===== src/rtl/lcd_read_driver_pkg.sv =====
// Shared definitions for the Spartan-3E character LCD drivers: timing defaults,
// command codes and the state encodings used by the read engine.
package lcd_read_driver_pkg;

  localparam int SETUP_CYC_DEF    = 2;
  localparam int E_HIGH_CYC_DEF   = 25;
  localparam int NIB_GAP_CYC_DEF  = 100;
  localparam int CMD_WAIT_CYC_DEF = 4000;

  localparam logic [7:0] SET_DDRAM_ADDR = 8'h80;

  typedef enum logic [3:0] {
    RD_IDLE,
    RD_AW_HI,
    RD_AW_LO,
    RD_TURN,
    RD_RW_SET,
    RD_RD_HI,
    RD_RD_LO,
    RD_RETURN,
    RD_DONE
  } rd_state_t;

  typedef enum logic [1:0] {
    PH_IDLE,
    PH_SETUP,
    PH_EHI,
    PH_ELO
  } nib_phase_t;

  // Nibble of the set-DDRAM-address command for a given display position.
  function automatic logic [3:0] addr_nibble(input logic [6:0] pos, input logic hi);
    logic [7:0] cmd;
    cmd = SET_DDRAM_ADDR | {1'b0, pos};
    return hi ? cmd[7:4] : cmd[3:0];
  endfunction

endpackage


===== src/rtl/lcd_read_driver_nibble_phase.sv =====
// One LCD nibble strobe: address/data setup, E high, then a runtime-selected E-low gap.
// sample marks the last E-high cycle; done marks the last gap cycle.
module lcd_nibble_phase
  import lcd_read_driver_pkg::*;
#(
  parameter int SETUP_CYC  = SETUP_CYC_DEF,
  parameter int E_HIGH_CYC = E_HIGH_CYC_DEF,
  parameter int CNT_W      = 12
) (
  input  logic             clk,
  input  logic             rst,
  input  logic             start,
  input  logic [CNT_W-1:0] gap_cyc,
  output logic             e,
  output logic             sample,
  output logic             done
);

  nib_phase_t       phase_reg, phase_next;
  logic [CNT_W-1:0] cnt_reg, cnt_next;

  always_ff @(posedge clk) begin
    if (rst) begin
      phase_reg <= PH_IDLE;
      cnt_reg   <= '0;
    end else begin
      phase_reg <= phase_next;
      cnt_reg   <= cnt_next;
    end
  end

  always_comb begin
    phase_next = phase_reg;
    cnt_next   = cnt_reg + CNT_W'(1);
    sample     = 1'b0;
    done       = 1'b0;
    case (phase_reg)
      PH_IDLE: begin
        cnt_next = '0;
        if (start) phase_next = PH_SETUP;
      end
      PH_SETUP: begin
        if (cnt_reg == CNT_W'(SETUP_CYC - 1)) begin
          phase_next = PH_EHI;
          cnt_next   = '0;
        end
      end
      PH_EHI: begin
        if (cnt_reg == CNT_W'(E_HIGH_CYC - 1)) begin
          sample     = 1'b1;
          phase_next = PH_ELO;
          cnt_next   = '0;
        end
      end
      PH_ELO: begin
        // A start on the final gap cycle chains straight into the next nibble.
        if (cnt_reg == gap_cyc - CNT_W'(1)) begin
          done       = 1'b1;
          cnt_next   = '0;
          phase_next = start ? PH_SETUP : PH_IDLE;
        end
      end
      default: begin
        phase_next = PH_IDLE;
        cnt_next   = '0;
      end
    endcase
  end

  assign e = (phase_reg == PH_EHI);

endmodule


===== src/rtl/lcd_read_driver.sv =====
// Read-side LCD engine: busy-flag/address-counter read, or set-DDRAM-address
// followed by a character read, over the 4-bit SF_D<11:8> bus.
module lcd_read_driver
  import lcd_read_driver_pkg::*;
#(
  parameter int SETUP_CYC    = SETUP_CYC_DEF,
  parameter int E_HIGH_CYC   = E_HIGH_CYC_DEF,
  parameter int NIB_GAP_CYC  = NIB_GAP_CYC_DEF,
  parameter int CMD_WAIT_CYC = CMD_WAIT_CYC_DEF
) (
  input  logic       clk,
  input  logic       rst,
  input  logic       start_read,
  input  logic       op_char,
  input  logic [6:0] dis_pos,
  input  logic [3:0] sf_d_in,
  output logic [3:0] sf_d_out,
  output logic       sf_d_oe,
  output logic       lcd_e,
  output logic       lcd_rs,
  output logic       lcd_rw,
  output logic       bus_own,
  output logic       ready,
  output logic       rd_valid,
  output logic [7:0] rd_data,
  output logic       busy_flag
);

  localparam int CNT_W = $clog2(CMD_WAIT_CYC + 1);

  rd_state_t        state_reg, state_next;
  logic             op_reg, start_prev_reg, ready_reg, busy_flag_reg;
  logic [6:0]       pos_reg;
  logic [3:0]       hi_reg, lo_reg;
  logic [7:0]       rd_data_reg;
  logic             accept, nib_start, nib_sample, nib_done;
  logic [CNT_W-1:0] gap_cyc;

  // ready is only ever high while state_reg is IDLE.
  assign accept  = ready_reg && start_read && !start_prev_reg;
  assign gap_cyc = (state_reg == RD_AW_LO) ? CNT_W'(CMD_WAIT_CYC) : CNT_W'(NIB_GAP_CYC);

  lcd_nibble_phase #(
    .SETUP_CYC (SETUP_CYC),
    .E_HIGH_CYC(E_HIGH_CYC),
    .CNT_W     (CNT_W)
  ) u_nibble (
    .clk    (clk),
    .rst    (rst),
    .start  (nib_start),
    .gap_cyc(gap_cyc),
    .e      (lcd_e),
    .sample (nib_sample),
    .done   (nib_done)
  );

  always_ff @(posedge clk) begin
    if (rst) begin
      state_reg      <= RD_IDLE;
      op_reg         <= 1'b0;
      pos_reg        <= '0;
      start_prev_reg <= 1'b0;
      ready_reg      <= 1'b0;
      hi_reg         <= '0;
      lo_reg         <= '0;
      rd_data_reg    <= '0;
      busy_flag_reg  <= 1'b0;
    end else begin
      state_reg      <= state_next;
      start_prev_reg <= start_read;
      ready_reg      <= (state_next == RD_IDLE);
      if (accept) begin
        op_reg  <= op_char;
        pos_reg <= dis_pos;
      end
      if (state_reg == RD_RD_HI && nib_sample) hi_reg <= sf_d_in;
      if (state_reg == RD_RD_LO && nib_sample) lo_reg <= sf_d_in;
      if (state_reg == RD_RETURN) begin
        rd_data_reg <= {hi_reg, lo_reg};
        if (!op_reg) busy_flag_reg <= hi_reg[3];
      end
    end
  end

  always_comb begin
    state_next = state_reg;
    nib_start  = 1'b0;
    sf_d_out   = 4'h0;
    sf_d_oe    = 1'b1;
    lcd_rs     = 1'b0;
    lcd_rw     = 1'b0;
    bus_own    = 1'b1;
    rd_valid   = 1'b0;
    case (state_reg)
      RD_IDLE: begin
        bus_own = 1'b0;
        if (accept) begin
          state_next = op_char ? RD_AW_HI : RD_TURN;
          nib_start  = op_char;
        end
      end
      RD_AW_HI: begin
        sf_d_out = addr_nibble(pos_reg, 1'b1);
        if (nib_done) begin
          state_next = RD_AW_LO;
          nib_start  = 1'b1;
        end
      end
      RD_AW_LO: begin
        sf_d_out = addr_nibble(pos_reg, 1'b0);
        if (nib_done) state_next = RD_TURN;
      end
      RD_TURN: begin
        // Release the bus a full cycle before the LCD is told to drive it.
        sf_d_oe    = 1'b0;
        state_next = RD_RW_SET;
      end
      RD_RW_SET: begin
        sf_d_oe    = 1'b0;
        lcd_rw     = 1'b1;
        lcd_rs     = op_reg;
        state_next = RD_RD_HI;
        nib_start  = 1'b1;
      end
      RD_RD_HI: begin
        sf_d_oe = 1'b0;
        lcd_rw  = 1'b1;
        lcd_rs  = op_reg;
        if (nib_done) begin
          state_next = RD_RD_LO;
          nib_start  = 1'b1;
        end
      end
      RD_RD_LO: begin
        sf_d_oe = 1'b0;
        lcd_rw  = 1'b1;
        lcd_rs  = op_reg;
        if (nib_done) state_next = RD_RETURN;
      end
      RD_RETURN: begin
        sf_d_oe    = 1'b0;
        lcd_rs     = op_reg;
        state_next = RD_DONE;
      end
      RD_DONE: begin
        bus_own    = 1'b0;
        rd_valid   = 1'b1;
        state_next = RD_IDLE;
      end
      default: state_next = RD_IDLE;
    endcase
  end

  assign ready     = ready_reg;
  assign rd_data   = rd_data_reg;
  assign busy_flag = busy_flag_reg;

endmodule

===== config.mk =====
export PLATFORM = sky130hd
export DESIGN_NAME = lcd_read_driver
export DESIGN_NICKNAME = d
export VERILOG_FILES = /design/src/rtl/lcd_read_driver_pkg.sv /design/src/rtl/lcd_read_driver_nibble_phase.sv /design/src/rtl/lcd_read_driver.sv
export SDC_FILE = /design/constraint.sdc
export NUM_CORES = 1
export LEC_CHECK = 0
export BUFFER_PORTS_ARGS = -buffer_cell sky130_fd_sc_hd__buf_2
export CAP_MARGIN = 0
export CORE_MARGIN = 10
export CORE_UTILIZATION = 35
export CTS_CLUSTER_DIAMETER = 60
export CTS_CLUSTER_SIZE = 28
export DETAILED_ROUTE_END_ITERATION = 7
export GPL_TIMING_DRIVEN = 0
export PLACE_DENSITY = 0.5
export REMOVE_ABC_BUFFERS = 1
export SYNTH_ARGS = -nofsm -noshare
export SYNTH_HDL_FRONTEND = slang
export SYNTH_SLANG_ARGS = --single-unit

===== constraint.sdc =====
create_clock -name clk -period 2.53 [get_ports clk]
set_clock_uncertainty 0.05 [all_clocks]
set_input_delay 0.506 -clock clk [delete_from_list [all_inputs] [get_ports clk]]
set_output_delay 0.506 -clock clk [all_outputs]
set_load 0.01 [all_outputs]

* Word-level counts from Yosys, hierarchy flattened *
Cells that the tools add are included.

storage, ports and cells
  input port bits = 15
  output and inout bits = 20
  register bits after elaboration = 45

operators by class
  bitwise gates (word level) = 1
  equality and inequality tests = 18
  mux-type cells = 31
  add/sub/neg operators = 2
  reductions and logical operators = 15

operator list
  cell                     number
  $mux W12                 4
  $pmux W12 S4             1
  $pmux W4 S8              1
  $mux W4                  5
  $eq A4 B3 Y1 const B     4
  $add A12 B1 Y12 const B  1
  $eq A12 B1 Y1 const B    1
  $eq A12 B12 Y1           1
  $eq A12 B5 Y1 const B    1
  $mux W1                  12
  $sub A12 B1 Y12 const B  1
  $mux W2                  5
  $eq A4 B2 Y1 const B     2
  $logic_not A4 Y1         2
  $ne A2 B1 Y1 const B     4
  $pmux W2 S4              1
  $pmux W4 S2              1
  $reduce_or A5 Y1         1
  $eq A2 B2 Y1 const B     2
  $eq A4 B1 Y1 const B     1
  $eq A4 B4 Y1 const B     1
  $logic_and A1 B1 Y1      4
  $reduce_and A4 Y1        1
  $reduce_or A2 Y1         2
  other kinds (8)          8

* Logic depth before layout (Yosys ltp) *
Gate-level depths: netlist (run 1).

  word-level depth = 11
  mapped depth = 8
  mapped depth without buffers = 7

* Modules after synthesis *
From an unflattened synthesis (run 1), not the netlist that was laid out.

second synthesis, totals
  cells, all modules = 320
  area, all modules = 2637.5 sq um

by module, submodules not included
  module            sequential area each (sq um)  cells an instance  times used  area an instance (sq um)
  lcd_read_driver   620.6                         161                1           1363.8
  lcd_nibble_phase  280.3                         159                1           1273.7

* Least setup slack after synthesis (run 1) *
No wires, ideal clock.

  kind = flip-flop to flip-flop
  from = register u_nibble.cnt_reg[0]
  to = register u_nibble.cnt_reg[7]
  data arrival time = 1.795 ns
  path slack = 0.622 ns
  stages on the path, launching flop included = 9
  period minus slack after synthesis = 1.908 ns
  cells stage by stage = dfxtp_1 -> ha_1 -> and4_1 -> nand4_1 -> mux2i_2 -> o221a_4 -> or3_4 -> buf_6 -> nor2_1

on the way
  cells in the longest elaborated chain, start to end = 3

ends and longest elaborated chain
  what                                           line                                                                                                        source
  from (decl)                                    lcd_read_driver_nibble_phase.sv:20                                                                          logic [CNT_W-1:0] cnt_reg, cnt_next;
  from (signal assigned)                         lcd_read_driver_nibble_phase.sv:28                                                                          cnt_reg <= cnt_next;
  $add A12 B1 Y12, or another cell as far along  lcd_read_driver_nibble_phase.sv:34                                                                          cnt_next = cnt_reg + CNT_W'(1);
  $mux W12, on equally long branches             lcd_read_driver_nibble_phase.sv:57, lcd_read_driver_nibble_phase.sv:43, lcd_read_driver_nibble_phase.sv:49
  $pmux W12 S4 (*)                               lcd_read_driver_nibble_phase.sv:37                                                                          case (phase_reg)

Mark *: on every way between the ends. The rest lies on a longest branch, timed or not.
A chain may end at the register's enable or synchronous reset.

* Worst setup path after layout (run 1) *
  from = register state_reg[0]
  to = output port sf_d_out[1]

on the way
  cells in the longest elaborated chain, start to end = 2

ends and longest elaborated chain
  what                                          line                   source
  from (decl)                                   lcd_read_driver.sv:31  rd_state_t state_reg, state_next;
  from (signal assigned)                        lcd_read_driver.sv:69  state_reg <= state_next;
  $eq A4 B2 Y1 or $eq A4 B1 Y1 (tied branches)  lcd_read_driver.sv:94  case (state_reg)
  $pmux W4 S2 (*)                               lcd_read_driver.sv:94
  to (decl)                                     lcd_read_driver.sv:17  output logic [3:0] sf_d_out,

Marked as above.

==> run_results.csv, run 1 <==
group,metric,value,unit
floorplanning,die_y,97.4,um
hold_path,worstHoldPathType,"input pin to flop",
drt,drt_wl_total,4600,um
clock_network,cts_setup_buffers,0,
drt,wl_per_cell,12.9,um
clock_network,cts.sinks,45,
floorplanning,io_pins,35,
power_and_ir_drop,pwr-share-seq,49.4,%
synthesis,async_flop_share,0,%
synthesis,syn-cell-area,2100,um^2
placement,place_hpwl,3240,um
cells_and_area,drive_above_1_share,19.1,%
critical_path,crit_family,"simple AND/OR/NAND/NOR gates",
timing,drv_slew,0,
critical_path,reg2reg_depth,5,
drt,drt_iter0_markers,61,
power_and_ir_drop,vdd_ir_drop_max,0.000284,V
critical_path,cp.depth,5,
critical_path,worstPathRequired,1.97,ns
timing,hold_viol,0,
drt,viasPerCell,4.82,
drt,vias,1724,
floorplanning,start_util,35.6,%
power_and_ir_drop,power_switching,401,uW
synthesis,synthCells,252,
power_and_ir_drop,intPower,1.13,mW
timing,tightest_slew,0.680,ns
clock_network,clockBufferDepth,2,
power_and_ir_drop,clock_power_share,35.1,%
global_route,antenna_found_initial,0,
power_and_ir_drop,sw_frac_of_total,26.2,%
placement,gp_congestion,0.752,
synthesis,synth.distinct_cells,42,
power_and_ir_drop,p_comb_share,15.4,%
critical_path,cp_num_buf_inv,2,
timing,max-slew-margin-rel,54.1,%
clock_network,htree_levels,2,
timing,finalSetupTns,0,ns
global_route,grt_max_degree,35,
clock_network,cts_root_buffer,"clkbuf_8",
critical_path,crit_path_max_fanout,7,
timing,finalCritPeriodShare,90.6,%
floorplanning,fp.dieArea,9490,um^2
floorplanning,rows,28,
power_and_ir_drop,power.total,1.53,mW
placement,place_ws,0.0786,ns
critical_path,critical_path_arrival,1.74,ns
cells_and_area,diodes,0,
critical_path,path_cells,"inv_1, nor2_1, a22oi_1, nor3_1, buf_2",
clock_network,path_clk_slew,0.09,ns
critical_path,r2r_slack,0.35,ns
timing,rsz0062_at_grt,"false",
placement,portBuffers,34,
timing,fin_ws,0.238,ns
cells_and_area,layout.nets,305,
run,drv_cap,0,
drt,first_pass_iters,4,
cells_and_area,nFillCells,622,
timing,setup_viol,0,
critical_path,cp-end-kind,"primary output",
hold_path,hold_path_depth,3,
floorplanning,die_w,97.4,um
synthesis,avgSynthCellArea,8.32,um^2
cells_and_area,fin_util,41.2,%
power_and_ir_drop,powerDensity,631,nW/um^2
clock_network,tritoncts,"yes",
clock_network,cts_made_buffers,5,
cells_and_area,largest_reg_flops,12,
global_route,overflow,0,
synthesis,ys_ff_latch,45,
critical_path,path_class,"flop to primary output",
clock_network,cts_resized,0,
critical_path,cp_slowest_cell,"dfxtp_1",
clock_network,hold_buffers,0,
cells_and_area,seqCellArea,901,um^2
floorplanning,core_area,5890,um^2
synthesis,yosysSeqAreaShare,43.0,%
critical_path,slowest_delay,0.46,ns
global_route,grt_pass1_vias,1590,
drt,drc,0,
clock_network,clk_latency,0.29,ns
power_and_ir_drop,p_leak,0.996,nW
synthesis,synth_edf_count,0,
cells_and_area,multi_input_area,1110,um^2
status,status,"finished, final reports clean",
synthesis,yosys_warnings,0,
global_route,grt_util_all_layers,9.39,%
drt,antenna_left,0,
timing,fmax,0.436,GHz
cells_and_area,area_delta_synth_final,15.6,%
synthesis,synthFlopType,"dfxtp_1",
timing,period_needed,2.29,ns
critical_path,worst_setup_path_start_kind,"flop",
global_route,grt_first_pass_wirelength,7730,um
==> placed cells by master (no fill, tap or decap), types with 3 or more instances in the layout <==
cell,n
ha_1,8
nand3_1,8
mux2i_1,9
nor2_1,35
nor2b_1,3
inv_1,10
nor2_2,3
clkbuf_8,5
xnor2_1,4
a22oi_1,3
buf_2,34
dfxtp_1,45
xor2_1,7
nor3_1,9
nand4_1,4
a21oi_1,22
o21ai_0,4
nand2_1,41
==> Yosys cell counts, types with 3 or more instances <==
library cell / instances / area share, %
ha_1: 8 / 4.8
nand4_1: 4 / 1.2
nor2b_1: 3 / 0.90
clkbuf_1: 9 / 1.6
nand3_1: 8 / 1.9
o21ai_0: 4 / 0.95
dfxtp_1: 45 / 43
inv_1: 10 / 1.8
nand2_1: 41 / 7.3
a22oi_1: 3 / 1.1
nor2_1: 35 / 6.3
mux2i_1: 9 / 4.3
nor3_1: 9 / 2.1
xor2_1: 7 / 2.9
nor2_2: 3 / 0.90
a21oi_1: 22 / 5.3
xnor2_1: 4 / 1.7
==> routing by layer <==
metal / track usage [%] / wire length (um) / share of wire [%]
met1: 12.8 / 2410 / 52
met2: 13.5 / 1900 / 41
met3: 3.06 / 244 / 5.3
met4: 3.02 / 39 / 0.85
met5: 0 / 0 / 0
==> path summary, 6_finish.rpt <==
check | from | end
setup / recovery | state_reg[0] | sf_d_out[1]
hold / removal | dis_pos[1] | pos_reg[1]
setup reg to reg | ready | u_nibble.phase_reg[0]
hold reg to reg | rd_data[4] | rd_data[4]
==> tightest hold or removal path: cells and delay by family <==
kind	cells	cell delay [ns]
buffers and inverters	1	0.10
AOI/OAI and AO/OA	1	0.05
and+or+nand+nor	1	0.04
==> area by class of cell <==
class	instances	share of cell area (%)
Timing Repair Buffer	34	7.02
Multi-Input combinational cell	186	45.8
Tap cell	75	3.87
Clock inverter	2	1.60
Clock buffer	6	2.99
Inverter	10	1.55
Sequential cell	45	37.2
==> power groups by stage <==
stage / Clock, mW / Sequential, mW / Combinational (mW)
floorplan: 0 / 0.769 / 0.168
global placement: 0 / 0.773 / 0.236
detailed placement: 0 / 0.774 / 0.239
CTS: 0.563 / 0.757 / 0.240
global route: 0.589 / 0.761 / 0.267
finish: 0.537 / 0.756 / 0.236
==> cell families after synthesis <==
logic type,share of synthesized area [%]
xor+xnor,4.59
compound gates,12.1
simple gates,26.5
flops,43.0
mux,4.95
buf+inv,4.12
fa+ha+maj,4.77
==> metrics by stage <==
stage | cells | instance area [um^2] | hold WS (ns)
final | 358 | 2420 | 0.389
after global routing | 358 | 2420 | 0.385
after CTS | 358 | 2420 | 0.378
after detailed placement | 350 | 2310 | 0.394
after global placement | 350 | 2310 | 0.392
after floorplan | 241 | 2050 | 0.375
Note: power is estimated with default switching activity, not from simulation.
==> run 2: changes to the inputs <==
Settings changed: BUFFER_PORTS_ARGS -buffer_cell sky130_fd_sc_hd__buf_2 to not set, DONT_BUFFER_PORTS set to 1, MAX_ROUTING_LAYER set to met4, PLACE_DENSITY 0.5 to 0.45.
==> run 2 against run 1 <==
Via count fell by 8.1%. Cell count fell by 9.5%. Utilization fell by 3.3 points. Critical path depth fell by 1. Non-clock buffer count fell by 34. Design area fell by 8.0%. Die area did not move. Largest cell class unchanged. Highest routed layer unchanged.
==> run_results.csv, run 2 (synthesized netlist as in run 1, its figures left out) <==
group,metric,value,unit
status,status,"finished, final reports clean",
floorplanning,fp.dieArea,9490,um^2
floorplanning,start_util,35.6,%
floorplanning,rows,28,
hold_path,worstHoldPathType,"input pin to flop",
drt,drt_wl_total,4670,um
drt,route.met2.wl,2100,um
timing,max-slew-margin-rel,59.7,%
clock_network,cts_root_buffer,"clkbuf_8",
clock_network,hold_buffers,0,
global_route,overflow,0,
critical_path,cp_num_buf_inv,1,
critical_path,path_class,"flop to primary output",
placement,gp_congestion,0.777,
drt,vias,1585,
timing,finalCritPeriodShare,92.5,%
timing,tightest_slew,0.603,ns
cells_and_area,fin_util,37.9,%
cells_and_area,area_delta_synth_final,6.32,%
critical_path,path_cells,"inv_1, nor2_1, a22oi_1, nor3_1",
timing,finalSetupTns,0,ns
critical_path,slowest_delay,0.47,ns
clock_network,htree_levels,2,
cells_and_area,final_common_cell,"dfxtp_1",
global_route,grt_pass1_vias,1565,
cells_and_area,largest_reg_flops,12,
drt,drc,0,
timing,hold_viol,0,
critical_path,cp_slowest_cell,"dfxtp_1",
critical_path,crit_family,"simple AND/OR/NAND/NOR gates",
critical_path,cp-end-kind,"primary output",
critical_path,worst_setup_path_start_kind,"flop",
cells_and_area,drive_above_1_share,7.63,%
placement,place_hpwl,3330,um
drt,drt_iter0_markers,128,
clock_network,cts_resized,0,
critical_path,crit_path_max_fanout,7,
clock_network,cts_made_buffers,5,
placement,portBuffers,0,
global_route,grt_util_all_layers,10.0,%
timing,period_needed,2.34,ns
power_and_ir_drop,p_leak,0.824,nW
drt,wl_met3,247,um
clock_network,path_clk_slew,0.08,ns
global_route,grt_first_pass_wirelength,7820,um
drt,wl_per_cell,14.4,um
cells_and_area,diodes,0,
cells_and_area,layout.cells.non_filler,324,
placement,dpl.cell_count,316,
hold_path,hold_start,"rst",
cells_and_area,layout.nets,271,
timing,drv_slew,0,
cells_and_area,nFillCells,626,
power_and_ir_drop,power.total,1.40,mW
clock_network,cts_setup_buffers,0,
clock_network,cts.sinks,45,
floorplanning,core_area,5890,um^2
critical_path,critical_path_arrival,1.78,ns
critical_path,worstSetupStartpoint,"state_reg[0]",
power_and_ir_drop,powerDensity,626,nW/um^2
power_and_ir_drop,vdd_ir_drop_max,0.000318,V
floorplanning,die_w,97.4,um
timing,rsz0062_at_grt,"false",
global_route,antenna_found_initial,0,
timing,setup_viol,0,
clock_network,tritoncts,"yes",
floorplanning,io_pins,35,
critical_path,r2r_start,"state_reg[1]",
floorplanning,die_y,97.4,um
run,drv_cap,0,
cells_and_area,final_cell_mix,"dfxtp_1 (45), nand2_1 (41), nor2_1 (35), a21oi_1 (22), inv_1 (10)",
drt,viasPerCell,4.89,
clock_network,clockBufferDepth,2,
drt,antenna_left,0,
timing,fmax,0.427,GHz
drt,routed.top_layer,"met4",
drt,m1WireLength,2270,um
global_route,grt_max_degree,35,
critical_path,worstPathRequired,1.97,ns
clock_network,clk_latency,0.29,ns
drt,first_pass_iters,4,
-- run 2: cell count changes in the layout (fill, tap and decap cells not counted) --
| cell | before | now |
|---|---|---|
| buf_2 | 34 | 0 |
| clkbuf_1 | 1 | 3 |
| bufinv_16 | 1 | 0 |
| clkinv_4 | 1 | 0 |
| o41ai_1 | 1 | 0 |
| o41ai_2 | 0 | 1 |
-- run 2: per-stage QoR --
step / worst slack (ns) / hold WS [ns] / area (um^2)
finish: 0.191 / 0.224 / 2230
global route: 0.0241 / 0.210 / 2230
CTS: 0.204 / 0.212 / 2220
detailed placement: 0.174 / 0.393 / 2140
global placement: 0.185 / 0.389 / 2140
floorplan: 0.555 / 0.375 / 2050
-- run 2: cell type report --
| cell class | count | area, um^2 | area share [%] |
|---|---|---|---|
| clock buffer | 8 | 80.1 | 3.59 |
| inverter | 10 | 37.5 | 1.68 |
| multi-input combinational | 186 | 1120 | 50.1 |
| sequential | 45 | 901 | 40.4 |
| tap | 75 | 93.8 | 4.21 |
-- run 2: worst paths after layout --
check                                            to  slack [ns]  cells after the start
worst max-delay path                    sf_d_out[2]        0.19                      4
worst min-delay path                     rd_data[1]        0.22                      1
worst max register to register  u_nibble.cnt_reg[8]        0.37                      6
worst min register to register           rd_data[6]        0.40                      2
-- run 2: metal layers --
metal  track usage (%)  vias up
li1                  -      842
met1              12.0      716
met2              15.2       23
met3              3.49        4
met4              3.69        0
met5                 -        -
-- run 2: report_power, final --
group	leakage, nW	switching, mW	internal (mW)
sequential	0.364	0.0259	0.733
combinational	0.420	0.122	0.0897
clock	0.0395	0.229	0.197
==> run 3: changes to the inputs <==
Settings changed: CORE_UTILIZATION 35 to 60, PLACE_DENSITY 0.45 to 0.72.
==> run 3 against run 2 <==
Sequential power about the same. Count of clock-buffer cells in the layout decreased by 3. Worst setup slack improved by 0.034 ns.
==> run_results.csv, run 3 (synthesized netlist as in run 1, its figures left out) <==
group,metric,value,unit
floorplanning,rows,21,
drt,drc,0,
power_and_ir_drop,powerDensity,606,nW/um^2
critical_path,cp_num_buf_inv,0,
critical_path,crit_family,"simple AND/OR/NAND/NOR gates",
timing,hold_viol,0,
timing,drv_slew,0,
drt,drt_iter0_markers,111,
critical_path,worstPathRequired,1.97,ns
global_route,overflow,0,
floorplanning,die_w,79.1,um
clock_network,path_clk_slew,0.14,ns
run,drv_cap,0,
power_and_ir_drop,p_comb_share,15.6,%
timing,period_needed,2.30,ns
floorplanning,die_y,79.1,um
timing,fmax,0.434,GHz
drt,first_pass_iters,4,
timing,rsz0062_at_grt,"false",
hold_path,hold_start,"rst",
global_route,grt_max_degree,35,
critical_path,path_class,"flop to primary output",
clock_network,clockBufferDepth,2,
placement,portBuffers,0,
drt,viasPerCell,5.47,
drt,drt_wl_total,4080,um
cells_and_area,final_common_cell,"dfxtp_1",
cells_and_area,layout.nets,271,
timing,tightest_slew,0.587,ns
critical_path,critical_path_arrival,1.75,ns
timing,finalSetupTns,0,ns
power_and_ir_drop,pwr-share-seq,57.8,%
critical_path,path_cells,"nor2b_2, a22oi_1, nor3_1",
status,status,"finished, final reports clean",
global_route,antenna_found_initial,0,
floorplanning,start_util,62.4,%
placement,dpl_cell_area,2110,um^2
floorplanning,fp.dieArea,6260,um^2
critical_path,slowest_delay,0.56,ns
clock_network,tritoncts,"yes",
floorplanning,io_pins,35,
timing,setup_viol,0,
power_and_ir_drop,clock_power_share,26.6,%
cells_and_area,diodes,0,
placement,place_hpwl,2940,um
cells_and_area,final_cell_mix,"dfxtp_1 (45), nand2_1 (41), nor2_1 (34), a21oi_1 (22), inv_1 (10)",
cells_and_area,largest_reg_flops,12,
timing,whs,0.138,ns
critical_path,r2r_start,"ready",
critical_path,worstSetupStartpoint,"state_reg[1]",
cells_and_area,finalInstanceArea,2170,um^2
critical_path,worst_setup_path_start_kind,"flop",
drt,antenna_left,0,
power_and_ir_drop,intPower,931,uW
power_and_ir_drop,sw_frac_of_total,29.1,%
clock_network,cts.sinks,45,
clock_network,htree_levels,2,
global_route,grt_pass1_vias,1450,
drt,wl_per_cell,13.8,um
cells_and_area,drive_above_1_share,8.84,%
floorplanning,core_area,3360,um^2
cells_and_area,area_delta_synth_final,3.34,%
drt,vias,1615,
power_and_ir_drop,vdd_ir_drop_max,0.000401,V
critical_path,crit_path_max_fanout,11,
placement,gp_congestion,0.797,
clock_network,hold_buffers,0,
critical_path,cp_slowest_cell,"dfxtp_1",
global_route,grt_util_all_layers,13.4,%
clock_network,cts_root_buffer,"clkbuf_4",
power_and_ir_drop,p_leak,0.810,nW
hold_path,worstHoldPathType,"input pin to flop",
global_route,grt_first_pass_wirelength,6730,um
clock_network,cts_made_buffers,5,
power_and_ir_drop,power_switching,382,uW
critical_path,cp-end-kind,"primary output",
clock_network,clk_latency,0.36,ns
timing,finalCritPeriodShare,91.1,%
timing,max-slew-margin-rel,60.3,%
==> run 3: cell count changes in the layout (fill, tap and decap cells not counted) <==
cell,previous run,this run
inv_6,0,1
clkinvlp_4,0,1
nor2_2,3,4
clkbuf_1,3,0
nor2_1,35,34
o41ai_2,1,0
clkinv_2,0,1
clkbuf_8,5,0
o41ai_1,0,1
clkbuf_4,0,5
==> run 3: through the flow <==
| step | power [mW] | setup slack [ns] | utilization, % | std cells |
|---|---|---|---|---|
| after CTS | 1.32 | 0.135 | 64.4 | 295 |
| after floorplan | 0.938 | 0.555 | - | 241 |
| after global placement | 0.977 | 0.292 | 62.6 | 287 |
| after global routing | 1.38 | 0.0812 | 64.4 | 295 |
| after detailed placement | 0.979 | 0.296 | 62.6 | 287 |
| final | 1.31 | 0.225 | 64.4 | 295 |
==> run 3: area by class of cell <==
type	instances	area (um^2)
Sequential cell	45	901
Fill cell	327	1200
Tap cell	46	57.6
Inverter	10	37.5
Multi-Input combinational cell	186	1110
Clock inverter	3	21.3
Clock buffer	5	37.5
==> run 3: what timing repair did <==
item	CTS	global route
buffers inserted	0	0
gates resized for setup	0	1
setup endpoints to repair	0	1
endpoints found under the hold margin	0	0
==> run 3: power by group through the flow <==
stage / Sequential [mW] / Combinational, mW / Clock, mW
floorplan: 0.769 / 0.168 / 0
global placement: 0.775 / 0.202 / 0
detailed placement: 0.776 / 0.203 / 0
CTS: 0.760 / 0.205 / 0.360
global route: 0.764 / 0.230 / 0.388
finish: 0.760 / 0.204 / 0.349
==> run 3: path summary, 6_finish.rpt <==
| path | end | slack, ns | depth (start not counted) |
|---|---|---|---|
| setup / recovery | sf_d_out[0] | 0.23 | 3 |
| hold / removal | rd_data[6] | 0.14 | 1 |
| setup reg to reg | u_nibble.phase_reg[0] | 0.37 | 5 |
| hold reg to reg | rd_data[0] | 0.40 | 2 |
==> run 3: metal layers <==
layer / global-route usage [%] / routed length [um]
met5: - / 0
met4: 5.56 / 62
met3: 4.95 / 279
met2: 17.9 / 1720
met1: 17.6 / 2020
